$ cat src/rtl/hazard_flush_controller_pkg.sv
// Shared types and constants for the ID-stage hazard/flush controller.
package hazard_flush_controller_pkg;

   localparam int unsigned REG_ADDR_W    = 4;
   localparam int unsigned CNT_W_DEF     = 32;
   localparam int unsigned MAX_STALL_DEF = 3;

   typedef logic [REG_ADDR_W-1:0] reg_addr_t;

   typedef enum logic [1:0] {
      CTRL_RUN   = 2'd0,
      CTRL_STALL = 2'd1,
      CTRL_FLUSH = 2'd2
   } ctrl_state_e;

   // Shadow of one downstream pipeline slot (EX or MEM)
   typedef struct packed {
      logic      valid;
      logic      wb_en;
      logic      mem_r_en;
      reg_addr_t dest;
   } slot_t;

   localparam slot_t SLOT_EMPTY = '0;

   // Build a slot from ID fields; a bubble in ID yields an all-zero slot
   function automatic slot_t id_to_slot(input logic vld, input logic wb, input logic ld,
                                        input reg_addr_t dest);
      slot_t s;
      s.valid    = vld;
      s.wb_en    = vld & wb;
      s.mem_r_en = vld & ld;
      s.dest     = vld ? dest : '0;
      return s;
   endfunction

endpackage

$ cat src/rtl/hazard_flush_controller_if.sv
// ID-stage decode info in, pipeline control and status out.
interface hazard_flush_controller_if #(
   parameter int unsigned CNT_W = hazard_flush_controller_pkg::CNT_W_DEF
) ();
   import hazard_flush_controller_pkg::*;

   logic        fwd_en;
   logic        id_valid;
   reg_addr_t   id_src_1;
   reg_addr_t   id_src_2;
   logic        id_src1_used;
   logic        id_two_src;
   logic        id_wb_en;
   logic        id_mem_r_en;
   reg_addr_t   id_dest;
   logic        ex_branch_taken;

   logic        hazard;
   logic        flush;
   ctrl_state_e ctrl_state;
   logic [CNT_W-1:0] stall_count;
   logic [CNT_W-1:0] flush_count;
   logic        stall_err;

   modport master (
      output fwd_en, id_valid, id_src_1, id_src_2, id_src1_used, id_two_src,
             id_wb_en, id_mem_r_en, id_dest, ex_branch_taken,
      input  hazard, flush, ctrl_state, stall_count, flush_count, stall_err
   );

   modport slave (
      input  fwd_en, id_valid, id_src_1, id_src_2, id_src1_used, id_two_src,
             id_wb_en, id_mem_r_en, id_dest, ex_branch_taken,
      output hazard, flush, ctrl_state, stall_count, flush_count, stall_err
   );

endinterface

$ cat src/rtl/hazard_slot_cmp.sv
// Compares one shadowed slot against the two ID source registers.
module hazard_slot_cmp
   import hazard_flush_controller_pkg::*;
(
   input  slot_t     slot_i,
   input  logic      need_load_i,
   input  reg_addr_t src_1_i,
   input  reg_addr_t src_2_i,
   input  logic      src1_used_i,
   input  logic      two_src_i,
   output logic      match_1_o,
   output logic      match_2_o
);

   logic writer_c;

   // A slot matters only if it writes back (and is a load when need_load_i is set)
   always_comb begin
      writer_c  = slot_i.valid & slot_i.wb_en & (~need_load_i | slot_i.mem_r_en);
      match_1_o = writer_c & src1_used_i & (slot_i.dest == src_1_i);
      match_2_o = writer_c & two_src_i   & (slot_i.dest == src_2_i);
   end

endmodule

$ cat src/rtl/hazard_flush_controller.sv
// Hazard detection, branch flush, perf counters and stall watchdog beside ID.
module hazard_flush_controller
   import hazard_flush_controller_pkg::*;
#(
   parameter int unsigned CNT_W     = CNT_W_DEF,
   parameter int unsigned MAX_STALL = MAX_STALL_DEF
) (
   input  logic                      clk,
   input  logic                      rst,
   hazard_flush_controller_if.slave  bus
);

   localparam int unsigned WD_LIMIT = MAX_STALL + 1;
   localparam int unsigned WD_W     = $clog2(WD_LIMIT + 1);

   slot_t            ex_q, ex_d, mem_q, mem_d;
   ctrl_state_e      state_q, state_d;
   logic [CNT_W-1:0] stall_cnt_q, stall_cnt_d;
   logic [CNT_W-1:0] flush_cnt_q, flush_cnt_d;
   logic [WD_W-1:0]  run_q, run_d;
   logic             err_q, err_d;

   logic ex_m1_c, ex_m2_c, mem_m1_c, mem_m2_c;
   logic raw_hz_c, hazard_c, flush_c;

   // EX slot: with forwarding only a load in EX can still hurt
   hazard_slot_cmp u_ex_cmp (
      .slot_i      (ex_q),
      .need_load_i (bus.fwd_en),
      .src_1_i     (bus.id_src_1),
      .src_2_i     (bus.id_src_2),
      .src1_used_i (bus.id_src1_used),
      .two_src_i   (bus.id_two_src),
      .match_1_o   (ex_m1_c),
      .match_2_o   (ex_m2_c)
   );

   // MEM slot: any writer counts; ignored entirely when forwarding is on
   hazard_slot_cmp u_mem_cmp (
      .slot_i      (mem_q),
      .need_load_i (1'b0),
      .src_1_i     (bus.id_src_1),
      .src_2_i     (bus.id_src_2),
      .src1_used_i (bus.id_src1_used),
      .two_src_i   (bus.id_two_src),
      .match_1_o   (mem_m1_c),
      .match_2_o   (mem_m2_c)
   );

   // Hazard/flush decision; a taken branch suppresses the stall
   always_comb begin
      raw_hz_c = (ex_m1_c | ex_m2_c) | (~bus.fwd_en & (mem_m1_c | mem_m2_c));
      flush_c  = bus.ex_branch_taken;
      hazard_c = raw_hz_c & bus.id_valid & ~bus.ex_branch_taken;
   end

   // Slot advance: a stall or flush injects a bubble into EX
   always_comb begin
      mem_d = ex_q;
      ex_d  = id_to_slot(bus.id_valid, bus.id_wb_en, bus.id_mem_r_en, bus.id_dest);
      if (flush_c || hazard_c) begin
         ex_d = SLOT_EMPTY;
      end
   end

   // Next-state logic: state records the decision of the previous cycle
   always_comb begin
      state_d = state_q;
      case (state_q)
         CTRL_RUN: begin
            if (flush_c)       state_d = CTRL_FLUSH;
            else if (hazard_c) state_d = CTRL_STALL;
         end
         CTRL_STALL: begin
            if (flush_c)       state_d = CTRL_FLUSH;
            else if (hazard_c) state_d = CTRL_STALL;
            else               state_d = CTRL_RUN;
         end
         CTRL_FLUSH: begin
            if (flush_c)       state_d = CTRL_FLUSH;
            else if (hazard_c) state_d = CTRL_STALL;
            else               state_d = CTRL_RUN;
         end
         default: state_d = CTRL_RUN;
      endcase
   end

   // Perf counters (wrapping) and consecutive-stall watchdog with sticky error
   always_comb begin
      stall_cnt_d = stall_cnt_q + CNT_W'(hazard_c);
      flush_cnt_d = flush_cnt_q + CNT_W'(flush_c);
      run_d       = '0;
      if (hazard_c) begin
         run_d = (run_q == WD_W'(WD_LIMIT)) ? run_q : run_q + WD_W'(1);
      end
      err_d = err_q | (run_d == WD_W'(WD_LIMIT));
   end

   // State registers
   always_ff @(posedge clk or negedge rst) begin
      if (!rst) begin
         ex_q        <= SLOT_EMPTY;
         mem_q       <= SLOT_EMPTY;
         state_q     <= CTRL_RUN;
         stall_cnt_q <= '0;
         flush_cnt_q <= '0;
         run_q       <= '0;
         err_q       <= 1'b0;
      end else begin
         ex_q        <= ex_d;
         mem_q       <= mem_d;
         state_q     <= state_d;
         stall_cnt_q <= stall_cnt_d;
         flush_cnt_q <= flush_cnt_d;
         run_q       <= run_d;
         err_q       <= err_d;
      end
   end

   assign bus.hazard      = hazard_c;
   assign bus.flush       = flush_c;
   assign bus.ctrl_state  = state_q;
   assign bus.stall_count = stall_cnt_q;
   assign bus.flush_count = flush_cnt_q;
   assign bus.stall_err   = err_q;

endmodule

$ cat src/flat_wrapper.sv
// flat-port wrapper written by rule: the top's interface ports become plain ports
module hazard_flush_controller_flat import hazard_flush_controller_pkg::*;
#(
   parameter int unsigned CNT_W     = CNT_W_DEF,
   parameter int unsigned MAX_STALL = MAX_STALL_DEF
)
  (clk, rst, bus_fwd_en, bus_id_valid, bus_id_src_1, bus_id_src_2, bus_id_src1_used, bus_id_two_src, bus_id_wb_en, bus_id_mem_r_en, bus_id_dest, bus_ex_branch_taken, bus_hazard, bus_flush, bus_ctrl_state, bus_stall_count, bus_flush_count, bus_stall_err);
  hazard_flush_controller_if #(.CNT_W(CNT_W)) bus_i ();
  input  logic clk;
  input  logic rst;
  input wire logic [$bits(bus_i.fwd_en)-1:0] bus_fwd_en;
  input wire logic [$bits(bus_i.id_valid)-1:0] bus_id_valid;
  input wire logic [$bits(bus_i.id_src_1)-1:0] bus_id_src_1;
  input wire logic [$bits(bus_i.id_src_2)-1:0] bus_id_src_2;
  input wire logic [$bits(bus_i.id_src1_used)-1:0] bus_id_src1_used;
  input wire logic [$bits(bus_i.id_two_src)-1:0] bus_id_two_src;
  input wire logic [$bits(bus_i.id_wb_en)-1:0] bus_id_wb_en;
  input wire logic [$bits(bus_i.id_mem_r_en)-1:0] bus_id_mem_r_en;
  input wire logic [$bits(bus_i.id_dest)-1:0] bus_id_dest;
  input wire logic [$bits(bus_i.ex_branch_taken)-1:0] bus_ex_branch_taken;
  output wire logic [$bits(bus_i.hazard)-1:0] bus_hazard;
  output wire logic [$bits(bus_i.flush)-1:0] bus_flush;
  output wire logic [$bits(bus_i.ctrl_state)-1:0] bus_ctrl_state;
  output wire logic [$bits(bus_i.stall_count)-1:0] bus_stall_count;
  output wire logic [$bits(bus_i.flush_count)-1:0] bus_flush_count;
  output wire logic [$bits(bus_i.stall_err)-1:0] bus_stall_err;
  assign bus_i.fwd_en = bus_fwd_en;
  assign bus_i.id_valid = bus_id_valid;
  assign bus_i.id_src_1 = bus_id_src_1;
  assign bus_i.id_src_2 = bus_id_src_2;
  assign bus_i.id_src1_used = bus_id_src1_used;
  assign bus_i.id_two_src = bus_id_two_src;
  assign bus_i.id_wb_en = bus_id_wb_en;
  assign bus_i.id_mem_r_en = bus_id_mem_r_en;
  assign bus_i.id_dest = bus_id_dest;
  assign bus_i.ex_branch_taken = bus_ex_branch_taken;
  assign bus_hazard = bus_i.hazard;
  assign bus_flush = bus_i.flush;
  assign bus_ctrl_state = bus_i.ctrl_state;
  assign bus_stall_count = bus_i.stall_count;
  assign bus_flush_count = bus_i.flush_count;
  assign bus_stall_err = bus_i.stall_err;
  hazard_flush_controller #(.CNT_W(CNT_W), .MAX_STALL(MAX_STALL)) u_core (.clk(clk), .rst(rst), .bus(bus_i));
endmodule
$ cat config.mk
export PLATFORM = sky130hd
export DESIGN_NAME = hazard_flush_controller_flat
export DESIGN_NICKNAME = d
export VERILOG_FILES = /design/src/rtl/hazard_flush_controller_pkg.sv /design/src/rtl/hazard_flush_controller_if.sv /design/src/rtl/hazard_slot_cmp.sv /design/src/rtl/hazard_flush_controller.sv /design/src/flat_wrapper.sv
export SDC_FILE = /design/constraint.sdc
export NUM_CORES = 1
export LEC_CHECK = 0
export BUFFER_PORTS_ARGS = -buffer_cell sky130_fd_sc_hd__buf_2
export CORE_ASPECT_RATIO = 1.75
export CORE_MARGIN = 5
export CORE_UTILIZATION = 48
export CTS_BUF_LIST = sky130_fd_sc_hd__clkbuf_16
export CTS_CLUSTER_DIAMETER = 30
export DETAILED_ROUTE_END_ITERATION = 8
export PLACE_DENSITY = 0.75
export SLEW_MARGIN = 20
export SYNTH_ARGS = -nofsm -noshare
export SYNTH_HDL_FRONTEND = slang
export SYNTH_HIERARCHICAL = 1
export SYNTH_SLANG_ARGS = --single-unit
$ cat constraint.sdc
create_clock -name clk -period 2.15 [get_ports clk]
set_input_delay 0.43 -clock clk [delete_from_list [all_inputs] [get_ports clk]]
set_output_delay 0.43 -clock clk [all_outputs]
set_load 0.01 [all_outputs]
Yosys cells after proc, flatten, opt, wreduce, memory -nomap -nowiden --
Index checks and enable logic that the tools add are counted.
Cells by class: $add $sub $neg 3, multipliers 0, div/mod/pow operators 0, order comparisons 0, eq/ne operators 9, shifts and indexed selects 0, muxes and demuxes 9, bitwise logic cells 23, reductions and logical operators 3
Operators by type and width (count):
- $add 32x1->32 | 2
- $and 1x1->1 | 16
- $eq 4x4->1 | 4
- $mux 7 | 1
- $eq 3x3->1 const B | 2
- $mux 2 | 3
- $mux 3 | 2
- $or 1x1->1 | 5
- $mux 4 | 1
- $pmux 2 s2 | 1
- $add 3x1->3 const B | 1
- $ne 3x2->1 const B | 1
- $eq 2x1->1 const B | 1
- $eq 2x2->1 const B | 1
- $logic_not 2->1 | 1
- $not 1->1 | 2
- $reduce_or 2->1 | 1
- $logic_or 1x1->1 | 1
- $mux 1 | 1
Word-level totals: register bits 83, latch bits 0, bits in writable memories 0, ROM bits 0, bits of input ports 21, output and inout port bits 69, word-level logic and storage cells 59, memories kept 0

Logic depth before layout (Yosys ltp) --
depth in word-level cells 12, depth in mapped cells 11, depth with buffers taken out 11

Cells and area by module --
Netlist, hierarchy kept.
By module, submodules not included:
- hazard_flush_controller | instances 1, cells each 300, area an instance 3636.0 µm², sequential area each 2102.0 µm²
- hazard_slot_cmp | instances 2, cells each 15, area an instance 111.4 µm², sequential area each 0.0 µm²

Worst setup path after synthesis --
OpenSTA, ideal clock, no wires.
path type input-to-reg, start point input port bus_id_src_2[0], end point register u_core.stall_cnt_q[22] (netlist: u_core/bus.stall_count[22]), library setup time 0.079 ns, data arrival time 2.498 ns, required time 2.071 ns, setup slack -0.427 ns, cell stages on the path 11, buffers on the path 0, cells stage by stage xnor2_1 -> o2111ai_1 -> nor2_1 -> o21bai_1 -> a21oi_1 -> ha_1 -> ha_1 -> and4_1 -> nand3_4 -> nor4_1 -> xor2_1
Between the ends: cells in the longest elaborated chain, start to end 8, elaborated cells between the ends (all ways) 11
RTL lines:
- start: declaration | RTL line flat_wrapper.sv:14 | input wire logic [$bits(bus_i.id_src_2)-1:0] bus_id_src_2;
- $eq 4x4->1 | RTL line hazard_slot_cmp.sv:21 | match_2_o = writer_c & two_src_i & (slot_i.dest == src_2_i);
- $and 1x1->1 | RTL line hazard_slot_cmp.sv:21
- net u_core.mem_m2_c | RTL line hazard_flush_controller.sv:23 | logic ex_m1_c, ex_m2_c, mem_m1_c, mem_m2_c;
- $or 1x1->1 | RTL line hazard_flush_controller.sv:52 | raw_hz_c = (ex_m1_c | ex_m2_c) | (~bus.fwd_en & (mem_m1_c | mem_m2_c));
- $and 1x1->1 | RTL line hazard_flush_controller.sv:52
- $or 1x1->1 | RTL line hazard_flush_controller.sv:52
- $and 1x1->1 (2 in series) | RTL line hazard_flush_controller.sv:54 | hazard_c = raw_hz_c & bus.id_valid & ~bus.ex_branch_taken;
- net bus_hazard | RTL line flat_wrapper.sv:21 | output wire logic [$bits(bus_i.hazard)-1:0] bus_hazard;
- $add 32x1->32 | RTL line hazard_flush_controller.sv:90 | stall_cnt_d = stall_cnt_q + CNT_W'(hazard_c);
- net u_core.stall_cnt_d[22] | RTL line hazard_flush_controller.sv:18 | logic [CNT_W-1:0] stall_cnt_q, stall_cnt_d;
- end signal: assignment | RTL line hazard_flush_controller.sv:113 | stall_cnt_q <= stall_cnt_d;
- end: declaration | RTL line hazard_flush_controller.sv:18
The timed path passes the listed nets, and every way through them passes these cells. A chain may end at the register's enable or synchronous reset.

Final worst setup path --
start point register u_core/ex_q[0] (netlist bit), end point register u_core.stall_cnt_q[15] (netlist: u_core/bus.stall_count[15])
Between the ends: cells in the longest elaborated chain, start to end 7, elaborated cells between the ends (all ways) 9
RTL lines:
- start: declaration | RTL line hazard_flush_controller.sv:16 | slot_t ex_q, ex_d, mem_q, mem_d;
- start signal: assignment | RTL line hazard_flush_controller.sv:102 | ex_q <= SLOT_EMPTY;
- start signal: assignment | RTL line hazard_flush_controller.sv:110 | ex_q <= ex_d;
- $eq 4x4->1 | RTL line hazard_slot_cmp.sv:21
- $and 1x1->1 | RTL line hazard_slot_cmp.sv:21
- net u_core.ex_m2_c | RTL line hazard_flush_controller.sv:23
- $or 1x1->1 (2 in series) | RTL line hazard_flush_controller.sv:52
- $and 1x1->1 (2 in series) | RTL line hazard_flush_controller.sv:54
- $add 32x1->32 | RTL line hazard_flush_controller.sv:90
- net u_core.stall_cnt_d[15] | RTL line hazard_flush_controller.sv:18
The timed path passes the listed nets, and every way through them passes these cells.

==> reports/summary.txt <==
status: complete, but fails checks
violated checks: setup timing
Die ar.: 10000 sq um
CP endpoint kind: flop
Clk Latency, worst-skew pair: 330 ps
max-cap viol count: 0
total power: 3.54 mW
Final ANT Viol Nets: 0
layer with the highest usage: met2
Vias/cell: 5.28
syn_nets: 359
P per Cell Area: 704 nW/um^2
final worst slack: -368 ps
Setup WS pre-CTS: -493 ps
Hold Violations, Final: 0
fin nets: 474
Syn. warnings: 6
antenna cell count: 0
Worst EP arrival: 2770 ps
hpwl dp: 5890 um
R2R setup slack: -370 ps
Sequential Power Share: 49.6%
clk sinks: 84
Placed Instances: 511
DRC Markers: 0
Cell Area, Synth: 3860 sq um
Worst R2R Start: u_core/ex_q[0]
initial antenna violation count: 0
clock network fraction of total power: 41.6%
most frequent cells in the layout: buf_2, dfrtp_1, xnor2_1, nand3_1, xor2_1
Syn-to-layout area delta: 30.1%
vias in the first global route: 2902
RSZ-0062 raised after global routing: yes
Fin Clk Skew: 6.54 ps
M2 GR Usage: 30.1%
final count of negative-setup-slack endpoints: 28
slew margin rel.: 58.0%
GPL Wtd Cong: 0.809
post-synthesis cell count: 330
Required @ worst endpoint: 2400 ps
min cycle time layout: 2520 ps
crit path kind: flop to flop
Worst setup endpoint: u_core/bus.stall_count[15]
switching power: 847 uW
Setup crit start: u_core/ex_q[0]
std cell rows: 43
hold crit path type: primary input to asynchronous set/reset pin
CTS tree: built
Final period util: 117%
cell area after layout: 5020 sq um
Initial Util: 48.8%
Unique masters post-synth: 36
initial DRC count: 78
Lkg Pwr: 2.52 nW
drt total wl: 8420 um
first-pass iteration count of the detailed router: 4
root buffer cell: clkbuf_16
Avg Cell Area, Syn: 11.7 sq um
final cell count without fillers: 540
Yosys reg bits: 84
Remaining Overflow, GRT: 0
hold_ws: 84.5 ps
fraction of layout cells with a size suffix above 1: 35.1%
Core Util, Final: 63.5%
DR WL/cell: 15.6 um
Post-DP Area: 4520 sq um
Die Y-Extent: 129 um
GRT Total Usage: 16.7%
Die Wd: 77.8 um
Max VDD drop: 0.580 mV
Setup crit start kind: flop
floorplan core area: 7910 sq um
global-route wire length before repair: 13400 um
Switching Share: 24.0%
sequential fraction of the synthesis area: 54.5%
largest net degree at the start of global routing: 44
Reg2Reg Depth: 12
Max Buffers Root-to-Sink: 2
r2r endpoint: u_core/bus.stall_count[15]
clock transition at the registers of the reported paths: 60 ps
H-tree level count: 3
M3 GR Usage: 3.43%
CP Max Fanout: 8
fmax: 397 MHz
post-route setup TNS: -7220 ps
internal power: 2.69 mW
Worst-Margin Slew: 629 ps
most common cell after layout, fill and taps aside: buf_2
GRT met1 Usage: 18.8%
Num CTS Buffers: 9
count of input and output buffers: 89
Ports: 90
DR vias: 2852
Comb power frac: 8.8%
Slew Viols, Final: 0
[state kept, by name (all words and copies together), names as in the netlist]
register / cells
u_core/mem_q: 7
u_core/bus.ctrl_state: 2
u_core/bus.stall_err: 1
u_core/bus.flush_count: 32
u_core/run_q: 3
u_core/ex_q: 7
u_core/bus.stall_count: 32
[per-layer routing]
layer	part of all wire [%]	vias to the layer above
met5	0	-
met4	1.2	0
met3	4.0	7
met2	56	57
met1	38	1429
li1	-	1359
[cell type report]
| class | count | area, sq um |
|---|---|---|
| Tap cell | 90 | 113 |
| Fill cell | 615 | 2890 |
| Multi-Input combinational cell | 226 | 1840 |
| Clock inverter | 7 | 57.6 |
| Timing Repair Buffer | 110 | 636 |
| Inverter | 14 | 52.6 |
| Sequential cell | 84 | 2100 |
| Clock buffer | 9 | 225 |
[cells in the mapped netlist (all sizes together)]
library cell	count	area [sq um]
and4	11	96.3
inv	14	52.6
or2	2	12.5
o211a	1	10.0
nand3	27	153
a21o	1	7.51
o2111ai	4	35.0
and2	11	68.8
nand3b	1	7.51
nor2	15	56.3
nand2b	1	6.26
xnor2	57	499
nor4	10	113
o21bai	2	15.0
a21boi	1	7.51
buf	7	46.3
and3	6	37.5
dfrtp	84	2100
a21oi	1	5.00
nor3b	1	7.51
nor4bb	1	10.0
xor2	20	175
nand2	20	75.1
nand4	15	109
mux2	1	11.3
conb	1	3.75
o22ai	1	6.26
ha	8	100
nor3	6	30.0
[power groups by stage]
stage	combinational, mW	clock [mW]	sequential (mW)
after global placement	0.310	0	1.78
after floorplan	0.120	0	1.80
after global routing	0.353	1.58	1.77
after detailed placement	0.317	0	1.78
after CTS	0.318	1.51	1.75
final	0.311	1.47	1.75
[worst min path at each step]
stage                   start                         end  cells after the start
3_3_place_gp   u_core/ex_q[4]             u_core/mem_q[4]                      0
5_1_grt                   rst  u_core/bus.stall_count[19]                      1
6_report                  rst  u_core/bus.stall_count[19]                      1
3_5_place_dp   u_core/ex_q[4]             u_core/mem_q[4]                      0
4_1_cts                   rst  u_core/bus.stall_count[19]                      1
2_1_floorplan             rst    u_core/bus.ctrl_state[0]                      0
[worst max-delay path: stages, from the launching register on]
cell	delay, ps
dfrtp_1	420
xnor2_1	180
o2111ai_1	170
nor2_1	140
nor2_1	90
a21oi_2	180
ha_2	240
and4_4	240
nand4_4	210
buf_4	220
buf_6	110
nor2_4	110
xnor2_2	130
[logic make-up (layout without fill, tap and decap cells)]
| kind of cell | count (synthesis) | in the layout | synth area share [%] |
|---|---|---|---|
| simple gates | 127 | 128 | 20.3 |
| compound gates | 11 | 11 | 2.24 |
| mux | 1 | 1 | 0.292 |
| other cells | 1 | 1 | 0.0972 |
| xor+xnor | 77 | 77 | 17.5 |
| fa+ha+maj | 8 | 8 | 2.59 |
| flops | 84 | 84 | 54.5 |
| buf+inv | 21 | 140 | 2.56 |
[repair_timing]
| action | 4_1_cts | 5_1_grt |
|---|---|---|
| hold buffers | 0 | 0 |
| cloned | 0 | 1 |
| pin swaps | 15 | 6 |
| setup endpoints to repair | 28 | 28 |
| gates resized for setup | 10 | 15 |
| setup buffers | 8 | 6 |
| endpoints found under the hold margin | 0 | 0 |
(Power assumes the default switching activity.)
